==> src/rtl/little_pkg.sv <==
// little_pkg: types and constants shared by the instruction fetch/align stage.
//   fetch_state_t : fetch FSM states (FETCH, EMIT, HALT)
//   ZERO_INSTR    : all-zero instruction word, used for reset and fault slots
//   is_full_len   : true when the low two bits mark a 32-bit instruction
package little_pkg;

    typedef enum logic [1:0] {
        FETCH = 2'd0,
        EMIT  = 2'd1,
        HALT  = 2'd2
    } fetch_state_t;

    localparam logic [31:0] ZERO_INSTR = 32'h0000_0000;

    function automatic logic is_full_len(input logic [1:0] low_bits);
        return low_bits == 2'b11;
    endfunction

endpackage

==> src/rtl/fetch_slot.sv <==
// fetch_slot: single-entry output register between the aligner and the decoder.
// Ports:
//   clk, reset              clock, asynchronous active-high reset
//   flush                   drop the slot contents (redirect)
//   load                    write load_instr/load_pc/load_fault; wins over flush
//   instr_ready             decoder consumes the slot this cycle
//   instr_valid/instr/pc/instr_fault  registered slot outputs
// Slot data only changes on load, so it is stable while waiting for the decoder.
module fetch_slot
    import little_pkg::*;
#(
    parameter logic [31:0] RESET_PC = 32'h0000_0000
) (
    input  logic        clk,
    input  logic        reset,
    input  logic        flush,
    input  logic        load,
    input  logic [31:0] load_instr,
    input  logic [31:0] load_pc,
    input  logic        load_fault,
    input  logic        instr_ready,
    output logic        instr_valid,
    output logic [31:0] instr,
    output logic [31:0] pc,
    output logic        instr_fault
);

    always_ff @(posedge clk or posedge reset) begin
        if (reset) begin
            instr_valid <= 1'b0;
            instr       <= ZERO_INSTR;
            pc          <= RESET_PC;
            instr_fault <= 1'b0;
        end else if (load) begin
            // A fault load arrives together with flush, hence load has priority.
            instr_valid <= 1'b1;
            instr       <= load_instr;
            pc          <= load_pc;
            instr_fault <= load_fault;
        end else if (flush || instr_ready) begin
            instr_valid <= 1'b0;
        end
    end

endmodule

==> src/rtl/fetch_aligner.sv <==
// fetch_aligner: instruction fetch and 16/32-bit alignment stage.
// Ports:
//   clk, reset                      clock, asynchronous active-high reset
//   mem_valid/mem_addr              word-aligned read request
//   mem_ready/mem_rdata             request accepted, data valid same cycle
//   redirect/redirect_pc            restart fetch at a new PC (one-cycle pulse)
//   instr_valid/instr_ready         output handshake to the decoder
//   instr/pc/instr_fault            instruction, its PC, misaligned-PC fault
// Build option: define FETCH_COMPRESSED_EN for 16-bit (RVC) alignment with a
// halfword hold register; otherwise every word is emitted as-is at fpc += 4.
module fetch_aligner
    import little_pkg::*;
#(
    parameter logic [31:0] RESET_PC = 32'h0000_0000
) (
    input  logic        clk,
    input  logic        reset,
    output logic        mem_valid,
    output logic [31:0] mem_addr,
    input  logic        mem_ready,
    input  logic [31:0] mem_rdata,
    input  logic        redirect,
    input  logic [31:0] redirect_pc,
    output logic        instr_valid,
    input  logic        instr_ready,
    output logic [31:0] instr,
    output logic [31:0] pc,
    output logic        instr_fault
);

    fetch_state_t state_reg, state_next;
    logic [31:0]  fpc_reg, fpc_next;
    logic         pending_reg;      // request issued but not yet accepted
    logic [31:0]  addr_reg;         // address held while pending
    logic         squash_reg;       // pending response belongs to a dead path
    logic         can_issue;
    logic         accept;
    logic         use_resp;
    logic         redirect_fault;
    logic [31:0]  fetch_addr;
    logic         slot_load;
    logic [31:0]  slot_instr;
    logic [31:0]  slot_pc;
    logic         slot_fault;

`ifdef FETCH_COMPRESSED_EN
    logic [15:0]  hold_reg, hold_next;
    logic         hold_valid_reg, hold_valid_next;
    logic         hold_step;
`endif

    // A new step may start from FETCH (slot empty) or from EMIT when the slot
    // drains this cycle; a redirect cycle never starts a new request.
    assign can_issue = !pending_reg && !redirect &&
                       ((state_reg == FETCH) || ((state_reg == EMIT) && instr_ready));

`ifdef FETCH_COMPRESSED_EN
    // A held compressed halfword is emitted without touching memory.
    assign hold_step      = can_issue && hold_valid_reg && !is_full_len(hold_reg[1:0]);
    // With a held upper half, the rest of the instruction is in the next word.
    assign fetch_addr     = {fpc_reg[31:2], 2'b00} + (hold_valid_reg ? 32'd4 : 32'd0);
    assign redirect_fault = redirect_pc[0];
    assign mem_valid      = !reset && (pending_reg || (can_issue && !hold_step));
`else
    assign fetch_addr     = {fpc_reg[31:2], 2'b00};
    assign redirect_fault = redirect_pc[1:0] != 2'b00;
    assign mem_valid      = !reset && (pending_reg || can_issue);
`endif

    assign mem_addr = !mem_valid ? 32'h0 : (pending_reg ? addr_reg : fetch_addr);
    assign accept   = mem_valid && mem_ready;
    assign use_resp = accept && !squash_reg && !redirect;

    always_comb begin
        fpc_next        = fpc_reg;
        slot_load       = 1'b0;
        slot_instr      = ZERO_INSTR;
        slot_pc         = fpc_reg;
        slot_fault      = 1'b0;
`ifdef FETCH_COMPRESSED_EN
        hold_next       = hold_reg;
        hold_valid_next = hold_valid_reg;
`endif
        if (redirect) begin
            fpc_next = redirect_pc;
`ifdef FETCH_COMPRESSED_EN
            hold_valid_next = 1'b0;
`endif
            if (redirect_fault) begin
                slot_load  = 1'b1;
                slot_pc    = redirect_pc;
                slot_fault = 1'b1;
            end
        end else if (use_resp) begin
`ifdef FETCH_COMPRESSED_EN
            if (hold_valid_reg) begin
                // Straddling 32-bit instruction; the new upper half is held.
                slot_load  = 1'b1;
                slot_instr = {mem_rdata[15:0], hold_reg};
                hold_next  = mem_rdata[31:16];
                fpc_next   = fpc_reg + 32'd4;
            end else if (fpc_reg[1]) begin
                // Entered mid-word after a redirect: only the upper half is ours.
                hold_next       = mem_rdata[31:16];
                hold_valid_next = 1'b1;
            end else if (is_full_len(mem_rdata[1:0])) begin
                slot_load  = 1'b1;
                slot_instr = mem_rdata;
                fpc_next   = fpc_reg + 32'd4;
            end else begin
                slot_load       = 1'b1;
                slot_instr      = {16'h0000, mem_rdata[15:0]};
                hold_next       = mem_rdata[31:16];
                hold_valid_next = 1'b1;
                fpc_next        = fpc_reg + 32'd2;
            end
`else
            slot_load  = 1'b1;
            slot_instr = mem_rdata;
            fpc_next   = fpc_reg + 32'd4;
`endif
        end
`ifdef FETCH_COMPRESSED_EN
        else if (hold_step) begin
            slot_load       = 1'b1;
            slot_instr      = {16'h0000, hold_reg};
            hold_valid_next = 1'b0;
            fpc_next        = fpc_reg + 32'd2;
        end
`endif
    end

    // EMIT tracks "slot occupied next cycle"; HALT is left only by redirect.
    always_comb begin
        if (redirect) begin
            state_next = redirect_fault ? HALT : FETCH;
        end else if (state_reg == HALT) begin
            state_next = HALT;
        end else if (slot_load || (instr_valid && !instr_ready)) begin
            state_next = EMIT;
        end else begin
            state_next = FETCH;
        end
    end

    always_ff @(posedge clk or posedge reset) begin
        if (reset) begin
            state_reg      <= FETCH;
            fpc_reg        <= RESET_PC;
            pending_reg    <= 1'b0;
            addr_reg       <= 32'h0;
            squash_reg     <= 1'b0;
`ifdef FETCH_COMPRESSED_EN
            hold_reg       <= 16'h0000;
            hold_valid_reg <= 1'b0;
`endif
        end else begin
            state_reg   <= state_next;
            fpc_reg     <= fpc_next;
            pending_reg <= mem_valid && !mem_ready;
            if (mem_valid) begin
                addr_reg <= mem_addr;
            end
            if (accept) begin
                squash_reg <= 1'b0;
            end else if (redirect && pending_reg) begin
                squash_reg <= 1'b1;
            end
`ifdef FETCH_COMPRESSED_EN
            hold_reg       <= hold_next;
            hold_valid_reg <= hold_valid_next;
`endif
        end
    end

    fetch_slot #(
        .RESET_PC(RESET_PC)
    ) u_slot (
        .clk        (clk),
        .reset      (reset),
        .flush      (redirect),
        .load       (slot_load),
        .load_instr (slot_instr),
        .load_pc    (slot_pc),
        .load_fault (slot_fault),
        .instr_ready(instr_ready),
        .instr_valid(instr_valid),
        .instr      (instr),
        .pc         (pc),
        .instr_fault(instr_fault)
    );

endmodule

==> config.mk <==
export PLATFORM = sky130hd
export DESIGN_NAME = fetch_aligner
export DESIGN_NICKNAME = d
export VERILOG_FILES = /design/src/rtl/little_pkg.sv /design/src/rtl/fetch_slot.sv /design/src/rtl/fetch_aligner.sv
export SDC_FILE = /design/constraint.sdc
export NUM_CORES = 1
export LEC_CHECK = 0
export ABC_AREA = 0
export CORE_MARGIN = 10
export CORE_UTILIZATION = 45
export DETAILED_ROUTE_END_ITERATION = 10
export PLACE_DENSITY = 0.82
export RECOVER_POWER = 50
export SYNTH_ARGS = -nofsm -noshare
export SYNTH_HDL_FRONTEND = slang
export SYNTH_SLANG_ARGS = --single-unit
==> constraint.sdc <==
create_clock -name clk -period 7.2 [get_ports clk]
set_clock_uncertainty 0.1 [all_clocks]
set_input_delay 1.8 -clock clk [delete_from_list [all_inputs] [get_ports clk]]
set_output_delay 1.8 -clock clk [all_outputs]
set_load 0.01 [all_outputs]
==> impl_metrics.json <==
{
  "r2r_start": "pending_reg",
  "path_clk_slew_ns": 0.06,
  "slew_headroom_pct": -61.6,
  "layout_common_cells": "dfrtp_1, nand2_1, clkdlybuf4s50_1",
  "ys_warn_count": 0,
  "synthXorXnorAreaFrac_pct": 2.42,
  "rr_worst_depth": 5,
  "hold_end": "fpc_reg[0]",
  "drv_cap": 3,
  "fp-row-count": 43,
  "antenna_found_initial": 0,
  "drc": 0,
  "path_class": "input pin to output port",
  "syn_area_sq_mm": 0.00652,
  "reg2reg_slack_ns": 3.84,
  "hold_class": "flop to flop",
  "clock-root-buffer": "clkbuf_16",
  "initial_core_util_pct": 46.4,
  "grt_use_total_pct": 18.4,
  "final_nets": 884,
  "synth_top_family_by_area": "simple AND/OR/NAND/NOR gates",
  "synth_flop_cell": "dfrtp_1",
  "cts_buffer_depth": 2,
  "h-tree-depth": 4,
  "syn-num-nets": 739,
  "leakage_nw": 3.70,
  "grt_max_degree": 80,
  "cts_hold_buf": 0,
  "layout_commonest_cell": "dfrtp_1",
  "grt_pass1_vias": 5353,
  "ant_nets": 0,
  "wl_um": 18100,
  "cts_buffers": 17,
  "max_freq_mhz": 166,
  "ys_ff_latch": 134,
  "critPathRequiredTime_ns": 5.30,
  "post_drt_wl_per_cell_um": 18.0,
  "cts_resized": 0,
  "timing.critical_path.arrival_ns": 4.14,
  "cts_sinks": 134,
  "outcome": "finished with violations",
  "rsz0062_at_grt": "false",
  "slowest_delay_ns": 0.55,
  "core-area_sq_mm": 0.0140,
  "first_pass_iters": 5,
  "p_per_area_mw_per_mm2": 242,
  "final_cells": 1005,
  "violations": "max-capacitance violations, max-slew violations",
  "die_area_sq_mm": 0.0197,
  "crit_path_end_kind": "output port",
  "gp_congestion": 0.769,
  "crit_chain": "dlygate4sd3_1, nand2b_1, a21o_1, nand2_1, buf_4, nor2_1, clkdlybuf4s50_1",
  "clk_latency_ns": 0.41,
  "synthSimpleGateAreaFrac_pct": 17.0,
  "synthMuxAreaShare_pct": 15.0,
  "die_x_um": 140,
  "hold_depth": 1,
  "syn_inst": 669,
  "setup_viol_count_final": 0,
  "dp_hpwl_um": 12500,
  "routed_via_density": 5.32,
  "fin_tns_setup_ns": 0,
  "die_h_um": 140,
  "cts_setup_buffers": 0,
  "synthAdderAreaFrac_pct": 0.192,
  "hold_viol": 0,
  "final_layout_size_suffix_gt1_share_pct": 8.62,
  "yosysUniqueCellTypes": 44,
  "grt_pass1_wl_um": 29400,
  "async_flop_share_pct": 100,
  "io_pins": 168,
  "synth_top_area_cell": "dfrtp_1",
  "synth_top_area_share_pct": 51.5,
  "drv_slew": 153,
  "post-route-min-period_ns": 6.04,
  "avgSynthCellArea_sq_um": 9.74,
  "period_share_pct": 83.8,
  "ir_drop_v": 0.000142,
  "yosysSeqAreaShare_pct": 51.5,
  "synth_edf_count": 0,
  "synth_compound_area_share_pct": 9.81,
  "crit_slowest_cell": "dlygate4sd3_1",
  "port_buffers": 167,
  "grt.overflow.total": 0,
  "drt_iter0_markers": 421,
  "worst_slew_pin_slew_ns": 2.42,
  "setup.worst_path.start_class": "input pin",
  "area_growth_pct": 35.7,
  "reg2reg_to": "u_slot.pc[1]",
  "via_count": 5346,
  "ys_top_cells_by_area": "dfrtp_1, mux2i_1, nand2_1, mux2_2, o21ai_0",
  "crit_fanout": 21,
  "post-place-cells": 975,
  "worstHoldStart": "fpc_reg[0]",
  "cts_tree": "done",
  "n_fill_cell": 1143
}
[per-layer routing]
metal  share of wire (%)  global-route usage (%)  vias to the layer above
met5                   0                       0                        -
met4                 1.2                    4.73                        0
met3                 7.0                    5.92                       14
met2                  49                    29.7                      157
met1                  43                    23.3                     2578
li1                    -                       -                     2597
[critical path: cells and delay by family]
family | cells | cell delay, ns
buf+inv | 3 | 1.42
compound gates | 1 | 0.23
simple gates | 3 | 0.66
[per-stage QoR]
step / worst slack [ns] / util (%) / area, sq um / total power [mW] / hold slack (ns)
finish: 1.16 / 63.0 / 8840 / 2.14 / 0.385
global route: 1.02 / 62.9 / 8840 / 2.24 / 0.399
CTS: 1.20 / 63.1 / 8860 / 2.17 / 0.387
detailed placement: 1.22 / 59.0 / 8290 / 1.32 / 0.373
global placement: 1.31 / 59.0 / 8290 / 1.31 / 0.361
floorplan: 0.675 / - / 6520 / 1.14 / 0.350
[synth_stat cells, types with 2 or more instances]
| library cell | number |
|---|---|
| a211o_1 | 2 |
| a21o_1 | 3 |
| a21oi_1 | 34 |
| a221o_1 | 2 |
| a31oi_1 | 4 |
| and2_1 | 3 |
| and3_1 | 5 |
| and4_1 | 4 |
| buf_1 | 5 |
| buf_2 | 19 |
| clkbuf_1 | 25 |
| dfrtp_1 | 134 |
| inv_1 | 12 |
| mux2_2 | 31 |
| mux2i_1 | 63 |
| nand2_1 | 102 |
| nand2b_1 | 3 |
| nand3_1 | 10 |
| nand4_1 | 10 |
| nor2_1 | 68 |
| nor2b_1 | 6 |
| nor3_1 | 5 |
| nor3b_1 | 2 |
| nor4_1 | 14 |
| o211ai_1 | 2 |
| o21ai_0 | 65 |
| or3_1 | 3 |
| xnor2_1 | 14 |
| xor2_1 | 4 |
[power by group]
group	total, mW	internal (mW)	switching, mW
Clock	0.841	0.540	0.302
Sequential	0.933	0.859	0.0741
Combinational	0.362	0.191	0.171
Total	2.14	1.59	0.547
[how the worst max path moves through the flow]
stage / from / endpoint
floorplan: reset / mem_addr[22]
global placement: instr_ready / mem_addr[23]
detailed placement: instr_ready / mem_addr[5]
CTS: instr_ready / mem_addr[5]
global route: instr_ready / mem_addr[11]
finish: instr_ready / mem_addr[5]
[cell families after synthesis]
group	Yosys count
muxes	94
and+or+nand+nor	242
adders and majority gates	1
AOI/OAI and AO/OA	118
xor gates and xnor gates	18
DFF	134
buffers and inverters	62
[final cells by class]
type                       instances  area [sq um]  area share, %
tap                              180           225           2.55
timing repair buffer             176          1730           19.5
clock inverter                     4          70.1          0.793
multi-input combinational        473          2920           33.0
sequential                       134          3350           37.9
inverter                          12          48.8          0.552
clock buffer                      25           495           5.61
antenna                            1          2.50         0.0283
(Power assumes the default switching activity.)
